==> config.mk <==
export PLATFORM = sky130hd
export DESIGN_NAME = uart_autobaud
export DESIGN_NICKNAME = d
export VERILOG_FILES = /design/src/rtl/uart_autobaud.sv
export SDC_FILE = /design/constraint.sdc
export NUM_CORES = 1
export LEC_CHECK = 0
export CELL_PAD_IN_SITES_DETAIL_PLACEMENT = 1
export CELL_PAD_IN_SITES_GLOBAL_PLACEMENT = 2
export CORE_MARGIN = 10
export CORE_UTILIZATION = 35
export CTS_CLUSTER_DIAMETER = 200
export DETAILED_ROUTE_END_ITERATION = 16
export MAX_ROUTING_LAYER = met4
export PLACE_DENSITY = 0.79
export RECOVER_POWER = 25
export SETUP_SLACK_MARGIN = 0.15
export SYNTH_ARGS = -nofsm -noshare
export SYNTH_HDL_FRONTEND = slang
export SYNTH_SLANG_ARGS = --single-unit
==> constraint.sdc <==
create_clock -name clk -period 7.2 [get_ports clk]
set_input_delay 1.8 -clock clk [delete_from_list [all_inputs] [get_ports clk]]
set_output_delay 1.8 -clock clk [all_outputs]
set_load 0.01 [all_outputs]
==> src/rtl/uart_autobaud.sv <==
// Baud-rate detector: times a 0x55 sync character on rx and reports the nearest standard rate.
// Define AUTOBAUD_GLITCH_FILTER_EN to insert a 3-sample majority filter ahead of edge detection.
module uart_autobaud #(
   parameter int CLK_FREQ_HZ = 100_000_000,
   parameter int CNT_W       = 15,
   parameter int TIMEOUT_CYC = 25000
) (
   input  logic             clk,
   input  logic             rst,
   input  logic             rx,
   input  logic             start,
   output logic             busy,
   output logic             done,
   output logic             locked,
   output logic             err,
   output logic [16:0]      baud,
   output logic [CNT_W-1:0] bit_cycles
);
   // state       | meaning
   // S_IDLE      | waiting for an accepted start
   // S_WAIT_HIGH | discarding any character in flight until the line idles high
   // S_WAIT_FALL | waiting for the start-bit falling edge (edge 0)
   // S_MEASURE   | timing edges 1..9, window and timeout checks
   // S_EVAL      | rounding the bit period and matching it to a standard rate
   typedef enum logic [2:0] {S_IDLE, S_WAIT_HIGH, S_WAIT_FALL, S_MEASURE, S_EVAL} state_t;

   localparam int TOT_W = CNT_W + 4;
   localparam int BCW   = TOT_W + 1;
   localparam logic [31:0] N0 = 32'(CLK_FREQ_HZ / 4800);
   localparam logic [31:0] N1 = 32'(CLK_FREQ_HZ / 9600);
   localparam logic [31:0] N2 = 32'(CLK_FREQ_HZ / 14400);
   localparam logic [31:0] N3 = 32'(CLK_FREQ_HZ / 19200);
   localparam logic [31:0] N4 = 32'(CLK_FREQ_HZ / 38400);
   localparam logic [31:0] N5 = 32'(CLK_FREQ_HZ / 57600);
   localparam logic [31:0] N6 = 32'(CLK_FREQ_HZ / 115200);
   localparam logic [31:0] N7 = 32'(CLK_FREQ_HZ / 128000);
   localparam logic [31:0] M0 = (N0 + N1) >> 1;
   localparam logic [31:0] M1 = (N1 + N2) >> 1;
   localparam logic [31:0] M2 = (N2 + N3) >> 1;
   localparam logic [31:0] M3 = (N3 + N4) >> 1;
   localparam logic [31:0] M4 = (N4 + N5) >> 1;
   localparam logic [31:0] M5 = (N5 + N6) >> 1;
   localparam logic [31:0] M6 = (N6 + N7) >> 1;
   localparam logic [CNT_W-1:0] TO_CNT = CNT_W'(TIMEOUT_CYC);

   state_t r_state, w_state_nxt;

   logic r_rx_s1, r_rx_s2, r_line_d;
   logic w_line, w_edge, w_fall;

   always_ff @(posedge clk or posedge rst) begin
      if (rst) begin
         r_rx_s1 <= 1'b1;
         r_rx_s2 <= 1'b1;
      end else begin
         r_rx_s1 <= rx;
         r_rx_s2 <= r_rx_s1;
      end
   end

`ifdef AUTOBAUD_GLITCH_FILTER_EN
   logic r_h1, r_h2, r_filt;
   always_ff @(posedge clk or posedge rst) begin
      if (rst) begin
         r_h1   <= 1'b1;
         r_h2   <= 1'b1;
         r_filt <= 1'b1;
      end else begin
         r_h1   <= r_rx_s2;
         r_h2   <= r_h1;
         r_filt <= (r_rx_s2 & r_h1) | (r_rx_s2 & r_h2) | (r_h1 & r_h2);
      end
   end
   assign w_line = r_filt;
`else
   assign w_line = r_rx_s2;
`endif

   always_ff @(posedge clk or posedge rst) begin
      if (rst) r_line_d <= 1'b1;
      else     r_line_d <= w_line;
   end

   assign w_edge = r_line_d ^ w_line;
   assign w_fall = r_line_d & ~w_line;

   logic [CNT_W-1:0] r_int_cnt, r_ref;
   logic [TOT_W-1:0] r_tot_cnt, r_total;
   logic [3:0]       r_edge_idx;
   logic [CNT_W:0]   w_win_lo, w_win_hi;
   logic             w_in_win, w_timeout, w_tot_sat, w_meas_err, w_last_edge;

   assign w_win_lo    = {1'b0, r_ref} - {3'b000, r_ref[CNT_W-1:2]};
   assign w_win_hi    = {1'b0, r_ref} + {3'b000, r_ref[CNT_W-1:2]};
   assign w_in_win    = ({1'b0, r_int_cnt} >= w_win_lo) && ({1'b0, r_int_cnt} <= w_win_hi);
   assign w_timeout   = r_int_cnt >= TO_CNT;
   assign w_tot_sat   = (r_edge_idx <= 4'd8) && (&r_tot_cnt);
   // Edge 1 only defines the reference interval, so it is exempt from the window test.
   assign w_meas_err  = (w_edge && (r_edge_idx != 4'd1) && !w_in_win)
                      || (!w_edge && w_timeout) || w_tot_sat;
   assign w_last_edge = w_edge && (r_edge_idx == 4'd9);

   logic [BCW-1:0]   w_bc_full;
   logic [CNT_W-1:0] w_bc;
   logic [31:0]      w_bc32, w_nom, w_diff;
   logic [16:0]      w_sel_baud;
   logic             w_eval_err;

   assign w_bc_full = ({1'b0, r_total} + BCW'(4)) >> 3;
   assign w_bc      = (|w_bc_full[BCW-1:CNT_W]) ? '1 : w_bc_full[CNT_W-1:0];
   assign w_bc32    = 32'(w_bc);

   always_comb begin
      w_sel_baud = 17'd128000;
      w_nom      = N7;
      if      (w_bc32 >= M0) begin w_sel_baud = 17'd4800;   w_nom = N0; end
      else if (w_bc32 >= M1) begin w_sel_baud = 17'd9600;   w_nom = N1; end
      else if (w_bc32 >= M2) begin w_sel_baud = 17'd14400;  w_nom = N2; end
      else if (w_bc32 >= M3) begin w_sel_baud = 17'd19200;  w_nom = N3; end
      else if (w_bc32 >= M4) begin w_sel_baud = 17'd38400;  w_nom = N4; end
      else if (w_bc32 >= M5) begin w_sel_baud = 17'd57600;  w_nom = N5; end
      else if (w_bc32 >= M6) begin w_sel_baud = 17'd115200; w_nom = N6; end
   end

   assign w_diff     = (w_bc32 >= w_nom) ? (w_bc32 - w_nom) : (w_nom - w_bc32);
   assign w_eval_err = w_diff > (w_nom >> 4);

   logic w_accept, w_meas_start, w_measuring, w_fin_ok, w_fin_err;

   always_ff @(posedge clk or posedge rst) begin
      if (rst) r_state <= S_IDLE;
      else     r_state <= w_state_nxt;
   end

   always_comb begin
      w_state_nxt = r_state;
      case (r_state)
         S_IDLE:      if (w_accept) w_state_nxt = S_WAIT_HIGH;
         S_WAIT_HIGH: if (w_line)   w_state_nxt = S_WAIT_FALL;
         S_WAIT_FALL: if (w_fall)   w_state_nxt = S_MEASURE;
         S_MEASURE: begin
            if (w_meas_err)       w_state_nxt = S_IDLE;
            else if (w_last_edge) w_state_nxt = S_EVAL;
         end
         S_EVAL:      w_state_nxt = S_IDLE;
         default:     w_state_nxt = S_IDLE;
      endcase
   end

   always_comb begin
      w_accept     = 1'b0;
      w_meas_start = 1'b0;
      w_measuring  = 1'b0;
      w_fin_ok     = 1'b0;
      w_fin_err    = 1'b0;
      case (r_state)
         S_IDLE:      w_accept     = start && !done;
         S_WAIT_FALL: w_meas_start = w_fall;
         S_MEASURE: begin
            w_measuring = 1'b1;
            w_fin_err   = w_meas_err;
         end
         S_EVAL: begin
            w_fin_ok  = !w_eval_err;
            w_fin_err = w_eval_err;
         end
         default: ;
      endcase
   end

   always_ff @(posedge clk or posedge rst) begin
      if (rst) begin
         r_int_cnt  <= '0;
         r_tot_cnt  <= '0;
         r_total    <= '0;
         r_ref      <= '0;
         r_edge_idx <= '0;
      end else if (w_meas_start) begin
         r_int_cnt  <= CNT_W'(1);
         r_tot_cnt  <= TOT_W'(1);
         r_edge_idx <= 4'd1;
      end else if (w_measuring) begin
         if (w_edge) begin
            r_int_cnt  <= CNT_W'(1);
            r_edge_idx <= r_edge_idx + 4'd1;
            if (r_edge_idx == 4'd1) r_ref   <= r_int_cnt;
            if (r_edge_idx == 4'd8) r_total <= r_tot_cnt;
         end else if (!(&r_int_cnt)) begin
            r_int_cnt <= r_int_cnt + CNT_W'(1);
         end
         if ((r_edge_idx <= 4'd8) && !(&r_tot_cnt))
            r_tot_cnt <= r_tot_cnt + TOT_W'(1);
      end
   end

   always_ff @(posedge clk or posedge rst) begin
      if (rst) begin
         busy       <= 1'b0;
         done       <= 1'b0;
         locked     <= 1'b0;
         err        <= 1'b0;
         baud       <= 17'd9600;
         bit_cycles <= '0;
      end else begin
         done <= w_fin_ok | w_fin_err;
         if (w_accept) begin
            busy   <= 1'b1;
            locked <= 1'b0;
            err    <= 1'b0;
         end else if (w_fin_ok) begin
            busy       <= 1'b0;
            locked     <= 1'b1;
            baud       <= w_sel_baud;
            bit_cycles <= w_bc;
         end else if (w_fin_err) begin
            busy   <= 1'b0;
            locked <= 1'b0;
            err    <= 1'b1;
         end
      end
   end
endmodule

* After elaboration in Yosys (flattened, before gate mapping)
Index checks and enable logic that the tools add are counted.
Operators by class: bitwise logic cells 6, $lt $le $gt $ge 13, muxes and demuxes 45, eq/ne operators 14, reductions and logical operators 32, $add $sub $neg 8
Operators by type and width (count):
- two-way mux 17 bit | 6
- two-way mux 15 bit | 6
- two-way mux 19 bit | 3
- greater-or-equal comparator 15 x 32 -> 1 bit | 1
- > comparator 32 x 28 -> 1 bit | 1
- two-way mux 32 bit | 1
- subtractor 15 x 32 -> 32 bit | 1
- subtractor 32 x 15 -> 32 bit | 1
- greater-or-equal comparator 15 x 12 -> 1 bit (second input constant) | 2
- greater-or-equal comparator 15 x 14 -> 1 bit (second input constant) | 2
- two-way mux 14 bit | 2
- two-way mux 13 bit | 2
- adder 19 x 3 -> 20 bit (second input constant) | 1
- adder 19 x 1 -> 19 bit (second input constant) | 1
- AND reduction 19 bit | 1
- adder 15 x 13 -> 16 bit | 1
- greater-or-equal comparator 15 x 16 -> 1 bit | 1
- <= comparator 15 x 16 -> 1 bit | 1
- subtractor 15 x 13 -> 16 bit | 1
- adder 15 x 1 -> 15 bit (second input constant) | 1
- greater-or-equal comparator 15 x 10 -> 1 bit (second input constant) | 1
- greater-or-equal comparator 15 x 11 -> 1 bit (second input constant) | 1
- greater-or-equal comparator 15 x 13 -> 1 bit (second input constant) | 1
- greater-or-equal comparator 15 bit (second input constant) | 1
- other kinds (32) | 78
Word-level totals: bits of input ports 4, register bits after elaboration 114, logic and storage cells 133

* Depth between registers and ports, before layout
depth in word-level cells 18, depth in mapped cells 35, mapped depth without buffers 31

* Least setup slack after synthesis
No wires, ideal clock.
path type flip-flop to flip-flop, start register r_total[2], end register baud[11], setup time 125 ps, cell stages (with the launch flop) 35, arrival 6809 ps, slack 266 ps, cells stage by stage dfrtp_1 > ha_1 > buf_2 > and3_1 > buf_6 > and3_4 > a21o_1 > nand2_1 > nand2_1 > inv_1 > and3_1 > o21ai_2 > inv_1 > o21ai_1 > or2_2 > inv_1 > ha_1 > o21a_1 > o31a_1 > a221oi_4 > a31oi_1 > nor2_1 > clkbuf_1 > mux2_2 > a21oi_1 > o22ai_1 > xor2_1 > ha_1 > and4_1 > nand3_1 > a21oi_1 > o211a_1 > nand4_4 > buf_6 > mux2_4
On the way: cells in the longest elaborated chain, start to end 17, elaborated cells between the ends (all ways) 31, those cells by class 3 x add/sub; 9 x order compare; 16 x mux; 3 x reduce/logical
RTL lines:
- from (decl) | RTL line 88 | logic [TOT_W-1:0] r_tot_cnt, r_total;
- from (signal assigned) | RTL line 187 | if (r_edge_idx == 4'd8) r_total <= r_tot_cnt;
- adder 19 x 3 -> 20 bit * | RTL line 109 | assign w_bc_full = ({1'b0, r_total} + BCW'(4)) >> 3;
- OR reduction 2 bit | RTL line 110 | assign w_bc = (|w_bc_full[BCW-1:CNT_W]) ? '1 : w_bc_full[CNT_W-1:0];
- two-way mux 15 bit * | RTL line 110
- greater-or-equal comparator 15 x 10 -> 1 bit | RTL line 122 | else if (w_bc32 >= M6) begin w_sel_baud = 17'd115200; w_nom = N6; end
- two-way mux 7 bit | RTL line 122
- two-way mux 11 bit | RTL line 121 | else if (w_bc32 >= M5) begin w_sel_baud = 17'd57600; w_nom = N5; end
- two-way mux 12 bit | RTL line 120 | else if (w_bc32 >= M4) begin w_sel_baud = 17'd38400; w_nom = N4; end
- two-way mux 13 bit | RTL line 119 | else if (w_bc32 >= M3) begin w_sel_baud = 17'd19200; w_nom = N3; end
- two-way mux 13 bit | RTL line 118 | else if (w_bc32 >= M2) begin w_sel_baud = 17'd14400; w_nom = N2; end
- two-way mux 14 bit | RTL line 117 | else if (w_bc32 >= M1) begin w_sel_baud = 17'd9600; w_nom = N1; end
- two-way mux 15 bit | RTL line 116 | if (w_bc32 >= M0) begin w_sel_baud = 17'd4800; w_nom = N0; end
- subtractor 32 x 15 -> 32 bit (tied with other cells) | RTL line 125 | assign w_diff = (w_bc32 >= w_nom) ? (w_bc32 - w_nom) : (w_nom - w_bc32);
- two-way mux 32 bit | RTL line 125
- > comparator 32 x 28 -> 1 bit | RTL line 126 | assign w_eval_err = w_diff > (w_nom >> 4);
- logical NOT 1 bit | RTL line 164 | w_fin_ok = !w_eval_err;
- two-way mux 1 bit | RTL line 156 | case (r_state)
- AND reduction 2 bit (no source line)
- to (signal assigned) | RTL line 213 | baud <= w_sel_baud;
- to (decl) | RTL line 16 | output logic [16:0] baud,
Mark *: on every way between the ends. The rest lies on a longest branch, timed or not. A chain may end at the register's enable or synchronous reset.

* Worst setup path after layout
start register r_total[2], end register bit_cycles[3]
On the way: cells in the longest elaborated chain, start to end 17, elaborated cells between the ends (all ways) 25, those cells by class 3 x add/sub; 9 x order compare; 10 x mux; 3 x reduce/logical
RTL lines:
- adder 19 x 3 -> 20 bit * | RTL line 109
- OR reduction 2 bit | RTL line 110
- two-way mux 15 bit * | RTL line 110
- net w_bc[10] | RTL line 104 | logic [CNT_W-1:0] w_bc;
- greater-or-equal comparator 15 x 10 -> 1 bit | RTL line 122
- two-way mux 7 bit | RTL line 122
- two-way mux 11 bit | RTL line 121
- two-way mux 12 bit | RTL line 120
- (+2 left out)
- two-way mux 14 bit | RTL line 117
- two-way mux 15 bit | RTL line 116
- subtractor 32 x 15 -> 32 bit (tied with other cells) | RTL line 125
- two-way mux 32 bit | RTL line 125
- > comparator 32 x 28 -> 1 bit * | RTL line 126
- logical NOT 1 bit * | RTL line 164
- two-way mux 1 bit * | RTL line 156
- AND reduction 2 bit (no source line) *
- to (signal assigned) | RTL line 214 | bit_cycles <= w_bc;
- to (decl) | RTL line 17 | output logic [CNT_W-1:0] bit_cycles
The timed path passes the listed nets; every way through them passes the cells marked *.

==> flow_summary_export.csv <==
group,metric,value,unit
clocking,clock_sinks,106,
power,power_leakage,5.222,nW
clocking,cts.htree.levels,3,
logic_synthesis,synth_top_flop_cell,"dfrtp_1",
setup_path,critPathArrivalTime,7.00,ns
placed_design,pre_cts_ws,-0.2776,ns
floorplanning,die-height,185.3,um
sta,clock.fmax,148.1,MHz
setup_path,startpoint_type,"flop",
sta,setup_viol,0,
clocking,cts_tree,"yes",
clocking,cts-root-buf,"clkbuf_16",
sta,period_minus_slack,6.754,ns
floorplanning,die_w,185.3,um
hold_path,hold_class,"reg -> reg",
power,p_per_area,192.1,mW/mm2
setup_path,startpoint,"r_total[2]",
finish,multi_input_area,0.006601,mm2
grt,grt_pass1_wl,46460,um
finish,seq_area,0.002665,mm2
setup_path,slowest_stage,"dfrtp_2",
finish,antenna_cells,0,
run,max_cap_violations,1,
drt,drt_iter0_drc,379,
floorplanning,io_pins,40,
drt,wirelength,28900,um
logic_synthesis,synth.cell_area,0.009565,mm2
status,status,"finished, violations left",
finish,fin_util,0.4081,
grt,grt_pass1_vias,8457,
floorplanning,start_util,0.3549,
floorplanning,num_rows,60,
drt,via_per_inst,5.491,
finish,area_growth,14.99,%
logic_synthesis,synth_edf_count,0,
finish,drive_gt1_frac,0.1610,
drt,wl_per_cell,19.39,um
logic_synthesis,yosysWarnings,0,
logic_synthesis,ys_ff_latch,106,
placed_design,detailed_place_hpwl,22720,um
sta,relSlewSlack,-1.405,
floorplanning,coreArea,0.02695,mm2
setup_path,crit_type,"reg -> reg",
logic_synthesis,netlist_top_cells_count,"ha_1, dfrtp_1, nor2_1, nand2_1, inv_1",
logic_synthesis,avgSynthCellArea,8.768,um2
grt,track_usage,0.1726,
drt,num_vias,8182,
grt,grt_max_degree,78,
drt,drt_pass1_iterations,5,
logic_synthesis,synth_top_area_cell,"dfrtp_1",
clocking,cts.clk_slew.worst_paths,0.08,ns
clocking,cts_buffers,9,
finish,fillers,3158,
status,violations,"capacitance limit, slew limit",
drt,drcViolationCount,0,
sta,rsz0062_at_grt,"false",
logic_synthesis,synth_cell_type_count,88,
logic_synthesis,synth_top_cell_area_share,0.2590,
floorplanning,die_area,0.03434,mm2
sta,worst_pin_slew,3.588,ns
sta,hold_viol,0,
grt,antenna_found_initial,0,
sta,finalCritPeriodShare,0.9380,
clocking,max-clock-path-buffers,2,
drt,drtAntennaViolNets,0,
power,vdd_drop_max,164.0,uV
sta,slew_violations,78,
placed_design,portBuffers,33,
setup_path,cpPeakStageDelay,0.45,ns
sta,setup_ws,0.4462,ns
hold_path,hold_start,"r_rx_s1",
grt,grt_overflow_total,0,
setup_path,end_kind,"flop",
setup_path,cp.required,7.45,ns
logic_synthesis,synthTopCellsByArea,"dfrtp_1, ha_1, mux2_2",
clocking,insertion_delay,0.36,ns
placed_design,gp_congestion,0.9142,
sta,finalClockSkew,0.01338,ns
logic_synthesis,synthCells,1091,
logic_synthesis,async_reset_ff_frac,1.000,
logic_synthesis,ys_seq_area_frac,0.2782,
logic_synthesis,yosysMostFrequentCell,"ha_1",
setup_path,r2r-start,"r_total[2]",
setup_path,crit_path_max_fanout,12,
finish,finalNetCount,1257,
clocking,postCtsHoldBufs,0,
## flip-flops by register name, indices dropped and copies added, names as in the netlist, 3 cells and up
signal	count
baud	11
bit_cycles	15
r_edge_idx	4
r_int_cnt	15
r_ref	15
r_state	3
r_tot_cnt	19
r_total	17
## per-layer routing
metal / global-route usage / vias to the layer above / share of wire
met5: - / - / 0
met4: 0.05267 / 0 / 0.024
met3: 0.02155 / 40 / 0.030
met2: 0.2675 / 153 / 0.45
met1: 0.2300 / 4006 / 0.49
li1: - / 3983 / -
## critical path, delay by kind of cell (launching register included)
| kind | cells | cell delay, ns |
|---|---|---|
| flops | 1 | 0.45 |
| simple gates | 10 | 1.71 |
| mux | 1 | 0.31 |
| compound gates | 10 | 2.51 |
| fa+ha+maj | 3 | 0.80 |
| xor+xnor | 1 | 0.15 |
| buf+inv | 4 | 0.72 |
## cells in the final DEF (no fill, tap or decap), types with 12 or more instances in the layout
| cell | synthesis | routed |
|---|---|---|
| and3_1 | 12 | 12 |
| buf_4 | 8 | 50 |
| xnor2_1 | 45 | 41 |
| inv_1 | 80 | 78 |
| mux2_2 | 35 | 35 |
| nand2_1 | 85 | 82 |
| dfrtp_1 | 99 | 96 |
| o21a_1 | 13 | 12 |
| nor3_1 | 27 | 24 |
| nand4_1 | 14 | 14 |
| xor2_1 | 35 | 34 |
| nand3_1 | 37 | 36 |
| nor2_1 | 94 | 92 |
| a21o_1 | 24 | 23 |
| ha_1 | 105 | 100 |
| mux2_4 | 15 | 15 |
| o21ai_0 | 53 | 51 |
| a21oi_1 | 69 | 66 |
| nand2b_1 | 12 | 12 |
| clkdlybuf4s50_1 | 0 | 31 |
## final timing paths
check | to | slack (ns) | cells after the start
hold reg to reg | r_rx_s2 | 0.37 | 0
max in group asynchronous | r_total[5] | 2.44 | 2
setup reg to reg | bit_cycles[3] | 0.45 | 29
min in group asynchronous | bit_cycles[5] | 2.94 | 2
setup / recovery | bit_cycles[3] | 0.45 | 29
hold / removal | r_rx_s2 | 0.37 | 0
## cell type report
| type | instances | area share |
|---|---|---|
| clock buffers | 10 | 0.02082 |
| multi-input cells | 863 | 0.6002 |
| inverters | 80 | 0.02741 |
| well taps | 341 | 0.03879 |
| clock inverters | 6 | 0.005346 |
| flip-flops and latches | 106 | 0.2423 |
| repair buffers | 84 | 0.06518 |
## where the power goes
group	switching, mW	total, mW	internal, mW	leakage [nW]
Clock	0.260	0.505	0.245	0.139
Sequential	0.0735	0.719	0.646	1.42
Combinational	0.502	0.889	0.388	3.66
Total	0.835	2.11	1.28	5.22
## per-stage QoR
step / TNS [ns] / instance area [um2] / hold slack, ns / std cells / total power [mW]
6_report: 0 / 11000 / 0.3667 / 1490 / 2.113
5_1_grt: 0 / 11000 / 0.3739 / 1490 / 2.298
4_1_cts: 0 / 10760 / 0.3622 / 1480 / 2.140
3_5_place_dp: -5.418 / 10400 / 0.3503 / 1463 / 1.623
3_3_place_gp: -0.03408 / 10400 / 0.3470 / 1463 / 1.596
2_1_floorplan: 0 / 9584 / 0.3452 / 1096 / 1.386
## kinds of logic (layout without fill, tap and decap cells)
group / after synthesis / count (layout) / synth area share
AND/OR/NAND/NOR: 350 / 350 / 0.1857
AO/OA/AOI/OAI: 262 / 262 / 0.1886
buffers and inverters: 127 / 180 / 0.05703
adder cells (fa/ha/maj): 109 / 109 / 0.1457
flip-flops: 106 / 106 / 0.2782
XOR/XNOR: 80 / 80 / 0.07325
multiplexers: 56 / 56 / 0.07103
other: 1 / 6 / 0.0003920
## timing repair
action	4_1_cts	5_1_grt
pin swaps	1	6
gates resized for setup	16	36
buffers inserted	1	10
endpoints found under the setup margin	28	28
endpoints found under the hold margin	0	0
(Power assumes the default switching activity.)
